<file path="config.mk">
export PLATFORM = sky130hd
export DESIGN_NAME = exe_unit_seq
export DESIGN_NICKNAME = d
export VERILOG_FILES = /design/src/rtl/exe_unit_seq.sv
export SDC_FILE = /design/constraint.sdc
export NUM_CORES = 1
export LEC_CHECK = 0
export ABC_AREA = 0
export BUFFER_PORTS_ARGS = -buffer_cell sky130_fd_sc_hd__buf_2
export CORE_AREA = 2 2 203 145
export CTS_CLUSTER_SIZE = 30
export DETAILED_ROUTE_END_ITERATION = 7
export DIE_AREA = 0 0 205 147
export PLACE_DENSITY = 0.8
export SETUP_SLACK_MARGIN = 0.15
export SLEW_MARGIN = 40
export SYNTH_ARGS = -nofsm -noshare
export SYNTH_HDL_FRONTEND = slang
export SYNTH_SLANG_ARGS = --single-unit
</file>
<file path="constraint.sdc">
create_clock -name clk -period 6.34 [get_ports clk]
set_input_delay 0.951 -clock clk [delete_from_list [all_inputs] [get_ports clk]]
set_output_delay 0.951 -clock clk [all_outputs]
set_load 0.005 [all_outputs]
</file>
<file path="src/rtl/exe_unit_seq.sv">
// Sequential execution unit: add/sub finish in the accepting cycle, mul/mulh
// iterate a shift-add loop for WIDTH cycles. One operation in flight at a time.
module exe_unit_seq #(
  parameter int WIDTH = 32
) (
  input  logic             clk,
  input  logic             rst_n,
  input  logic             in_valid,
  output logic             in_ready,
  input  logic [1:0]       op,
  input  logic [WIDTH-1:0] a,
  input  logic [WIDTH-1:0] b,
  output logic             out_valid,
  input  logic             out_ready,
  output logic [WIDTH-1:0] result,
  output logic             flag
);

  localparam int CW = (WIDTH > 2) ? $clog2(WIDTH) : 1;

  typedef enum logic [1:0] {IDLE, MUL, DONE} state_t;

  state_t               state_reg;
  logic [WIDTH-1:0]     mcand_reg;
  logic [WIDTH-1:0]     mplier_reg;
  logic                 high_reg;
  logic [2*WIDTH-1:0]   acc_reg;
  logic [CW-1:0]        count_reg;

  logic [WIDTH:0]       sum;
  logic [WIDTH:0]       diff;
  logic [2*WIDTH-1:0]   addend;
  logic [2*WIDTH-1:0]   acc_next;

  assign in_ready = (state_reg == IDLE);

  // The top bit of the (WIDTH+1)-bit difference is set exactly when a < b.
  always_comb begin
    sum      = {1'b0, a} + {1'b0, b};
    diff     = {1'b0, a} - {1'b0, b};
    addend   = '0;
    if (mplier_reg[count_reg])
      addend = {{WIDTH{1'b0}}, mcand_reg} << count_reg;
    acc_next = acc_reg + addend;
  end

  always_ff @(posedge clk or negedge rst_n) begin
    if (!rst_n) begin
      state_reg  <= IDLE;
      out_valid  <= 1'b0;
      result     <= '0;
      flag       <= 1'b0;
      mcand_reg  <= '0;
      mplier_reg <= '0;
      high_reg   <= 1'b0;
      acc_reg    <= '0;
      count_reg  <= '0;
    end else begin
      case (state_reg)
        IDLE: begin
          if (in_valid) begin
            if (!op[1]) begin
              result    <= op[0] ? diff[WIDTH-1:0] : sum[WIDTH-1:0];
              flag      <= op[0] ? diff[WIDTH] : sum[WIDTH];
              out_valid <= 1'b1;
              state_reg <= DONE;
            end else begin
              mcand_reg  <= a;
              mplier_reg <= b;
              high_reg   <= op[0];
              acc_reg    <= '0;
              count_reg  <= '0;
              state_reg  <= MUL;
            end
          end
        end
        MUL: begin
          acc_reg   <= acc_next;
          count_reg <= count_reg + 1'b1;
          // Final step: take the result from acc_next so this cycle's add counts.
          if (count_reg == CW'(WIDTH-1)) begin
            result    <= high_reg ? acc_next[2*WIDTH-1:WIDTH] : acc_next[WIDTH-1:0];
            flag      <= |acc_next[2*WIDTH-1:WIDTH];
            out_valid <= 1'b1;
            state_reg <= DONE;
          end
        end
        DONE: begin
          if (out_ready) begin
            out_valid <= 1'b0;
            state_reg <= IDLE;
          end
        end
        default: state_reg <= IDLE;
      endcase
    end
  end

endmodule
</file>
==> summary.txt <==
outcome: complete, no violations
switch share: 53.0%
Netlist Area Pre-Place: 0.0168 mm^2
number of global-route vias before repair: 15.1k
Pwr Density: 577 mW/mm^2
Wirelength per Cell: 24.1 um
compound-cell area share of the yosys netlist: 26.2%
synth top area cells: dfrtp_1, ha_1, mux2_2
Sink Count: 170
combinational family with the most area after synthesis: compound AO/OA/AOI/OAI gates
fin nets: 2,286
area share of the largest cell type after synthesis: 25.4%
number of warnings issued by yosys: 0
Worst Max-Slew Pin Slew: 0.865 ns
VDD IR max: 0.296 mV
WP data required: 6.68 ns
P_sw: 0.00565 W
GR Util met1: 61.5%
die area: 0.0301 mm^2
CTS root buf: clkbuf_16
r2r setup slk: 0.34 ns
initial antenna violation count: 0
CP max-delay cell: mux4_2
post-synthesis mux area share: 12.5%
H-tree Lvls: 4
Max Cap Violations: 0
Post-Synth Simple-Gate Area: 16.9%
internal power: 0.00501 W
Final Non-Filler Cells: 2,476
max-slew violation total from the final report: 0
Max Fclk: 0.167 GHz
deepest clock path buffer count: 2
All-Layer GR Usage: 39.6%
skew final: 0.0255 ns
fraction of registers with async set/reset: 100%
worst skew pair latency: 0.48 ns
worst reg2reg endpoint: flag$_DFFE_PN0P_
antenna viol nets, final: 0
IO Count: 105
RSZ-0062 raised after global routing: no
FF+latch count, synth: 170
starting density of the core: 59.1%
Die Span Y: 147 um
worst hold-check path type: in -> async
area grow syn2layout: 10.2%
cell family with most CP delay: simple AND/OR/NAND/NOR gates
Worst Setup Start Kind: flop
Logic pwr share: 71.1%
critical-path cell list: buf_12 -> mux4_2 -> mux4_2 -> nand2_1 -> and2_0 -> buf_12 -> nor2_1 -> ha_1 -> nand2_1 -> or2_2 -> o221ai_1 -> a31oi_1 -> o211ai_1 -> buf_4 -> a21o_1 -> mux2_2 -> a211oi_1 -> nand4b_1 -> nor4_1 -> nor2_1
final-report hold violation count: 0
CP max FO: 31
first-pass GRT wire length: 91,000 um
busiest grt layer: met1
Yosys top cell by area: dfrtp_1
most common flop cell mapped by yosys: dfrtp_1
drt pass-1 iters: 6
Final min period: 6.00 ns
most frequent cells after synthesis: nand2_1, a21oi_1, dfrtp_1
routed wire length: 59,700 um
total overflow reported by the global router: 0
Synth Instances: 2,024
syn_nets: 2,226
largest net degree at the start of global routing: 99
kind of critical path: reg -> reg
number of port buffers: 104
FF-to-FF path depth: 20
clock power share: 10.0%
total CTS buffers: 17
drt drc: 0
met3 track demand over resource: 10.4%
Post-synth EDFFs: 0
fin worst setup slack: 0.344 ns
Synth Area per Inst: 8.28 um^2
Placer Congestion: 1.07
Post-Synth Adder-Cell Area: 9.99%
TritonCTS clock tree: done
dpl cells: 2,437
Worst Path Buf+Inv: 3
sequential share of the synthesized area: 25.4%
Yosys cell types: 87
max FFs per register: 64
Worst setup EP type: flop
share of cells above drive strength 1: 17.4%
die width: 205 um
final period utilization: 94.6%
Placement Setup Slack: 0.188 ns
setup violators final: 0
R2R Path Start: count_reg[0]$_DFFE_PN0P_
critical path arrival: 6.33 ns
met2 Use GR: 54.2%
Synth Area in XOR/XNOR: 3.87%
core footprint: 0.0284 mm^2
vias per cell: 6.74
Rel. slew slack: 42.1%
num rows: 52
setup_tns: 0 ns
CP peak stage delay: 0.53 ns
dpl hpwl: 46,600 um
Clock transition at path regs: 0.08 ns
Leakage Power: 8.38 nW
most common cell in the synthesized netlist: nand2_1
Via Count: 16.7k
DR iter-0 viols: 2,447
Sequential Power Share: 19.0%
-- cell usage in the layout (no fill, tap or decap), types with 13 or more instances in the layout --
cell and n:
and2_1 15, nor3_1 40, xnor2_1 48, o21a_1 18, a31oi_1 24, mux4_2 31, buf_2 103, a21oi_1 178
nand4_1 22, o21ai_0 144, o31ai_1 17, a22o_1 49, mux2_2 89, clkbuf_16 17, nand2b_1 19, and3_1 15
a21o_1 58, xor2_1 25, mux2i_1 39, ha_1 128, o211ai_1 29, nor4_1 13, nand3_1 36, nand2_1 193
a211oi_1 33, buf_4 60, nor2b_1 29, inv_1 98, dfrtp_1 167, nor2_1 158
-- metal layers --
layer | vias to the layer above | share of wire [%]
met4 | 0 | 1.7
met1 | 8046 | 45
met2 | 972 | 41
li1 | 7592 | -
met5 | - | 0
met3 | 76 | 12
-- kinds of logic after synthesis --
| group | after synthesis |
|---|---|
| AO/OA/AOI/OAI | 667 |
| XOR/XNOR | 74 |
| adder cells (fa/ha/maj) | 132 |
| buffers and inverters | 228 |
| flip-flops | 170 |
| multiplexers | 159 |
| AND/OR/NAND/NOR | 594 |
-- layout make-up --
cell class,instances,area (um^2)
fillers,2498,9900
clock inverters,14,139
flip-flops and latches,170,4260
well taps,378,473
multi-input cells,1626,11700
clock buffers,17,425
diodes,2,5.00
inverters,99,372
repair buffers,170,1090
-- power by group through the flow --
stage          clock [W]  sequential (W)  combinational, W
4_1_cts          0.00106         0.00201           0.00723
2_1_floorplan          0         0.00179           0.00494
3_3_place_gp           0         0.00200           0.00713
3_5_place_dp           0         0.00201           0.00719
5_1_grt          0.00111         0.00206           0.00801
6_report         0.00106         0.00202           0.00757
-- metrics by stage --
| step | hold WS (ns) | area (um^2) | util [%] | total power [W] |
|---|---|---|---|---|
| finish | 0.349 | 18500 | 65.1 | 0.0107 |
| global route | 0.359 | 18500 | 65.1 | 0.0112 |
| CTS | 0.486 | 18300 | 64.6 | 0.0103 |
| detailed placement | 0.470 | 17800 | 62.6 | 0.00921 |
| global placement | 0.456 | 17700 | 62.6 | 0.00912 |
| floorplan | 0.452 | 16800 | - | 0.00673 |
-- worst max-delay path by stage --
stage / from / to / depth (start not counted)
floorplan: count_reg[0]$_DFFE_PN0P_ / flag$_DFFE_PN0P_ / 22
global placement: count_reg[0]$_DFFE_PN0P_ / flag$_DFFE_PN0P_ / 18
detailed placement: count_reg[0]$_DFFE_PN0P_ / flag$_DFFE_PN0P_ / 18
CTS: count_reg[0]$_DFFE_PN0P_ / flag$_DFFE_PN0P_ / 19
global route: count_reg[0]$_DFFE_PN0P_ / flag$_DFFE_PN0P_ / 19
finish: count_reg[0]$_DFFE_PN0P_ / flag$_DFFE_PN0P_ / 20
-- repair_timing --
item / CTS / global route
hold buffers: 0 / 0
resized for setup: 0 / 13
buffers inserted: 0 / 5
setup endpoints to repair: 0 / 9
Power figures use the tool's default switching activity.
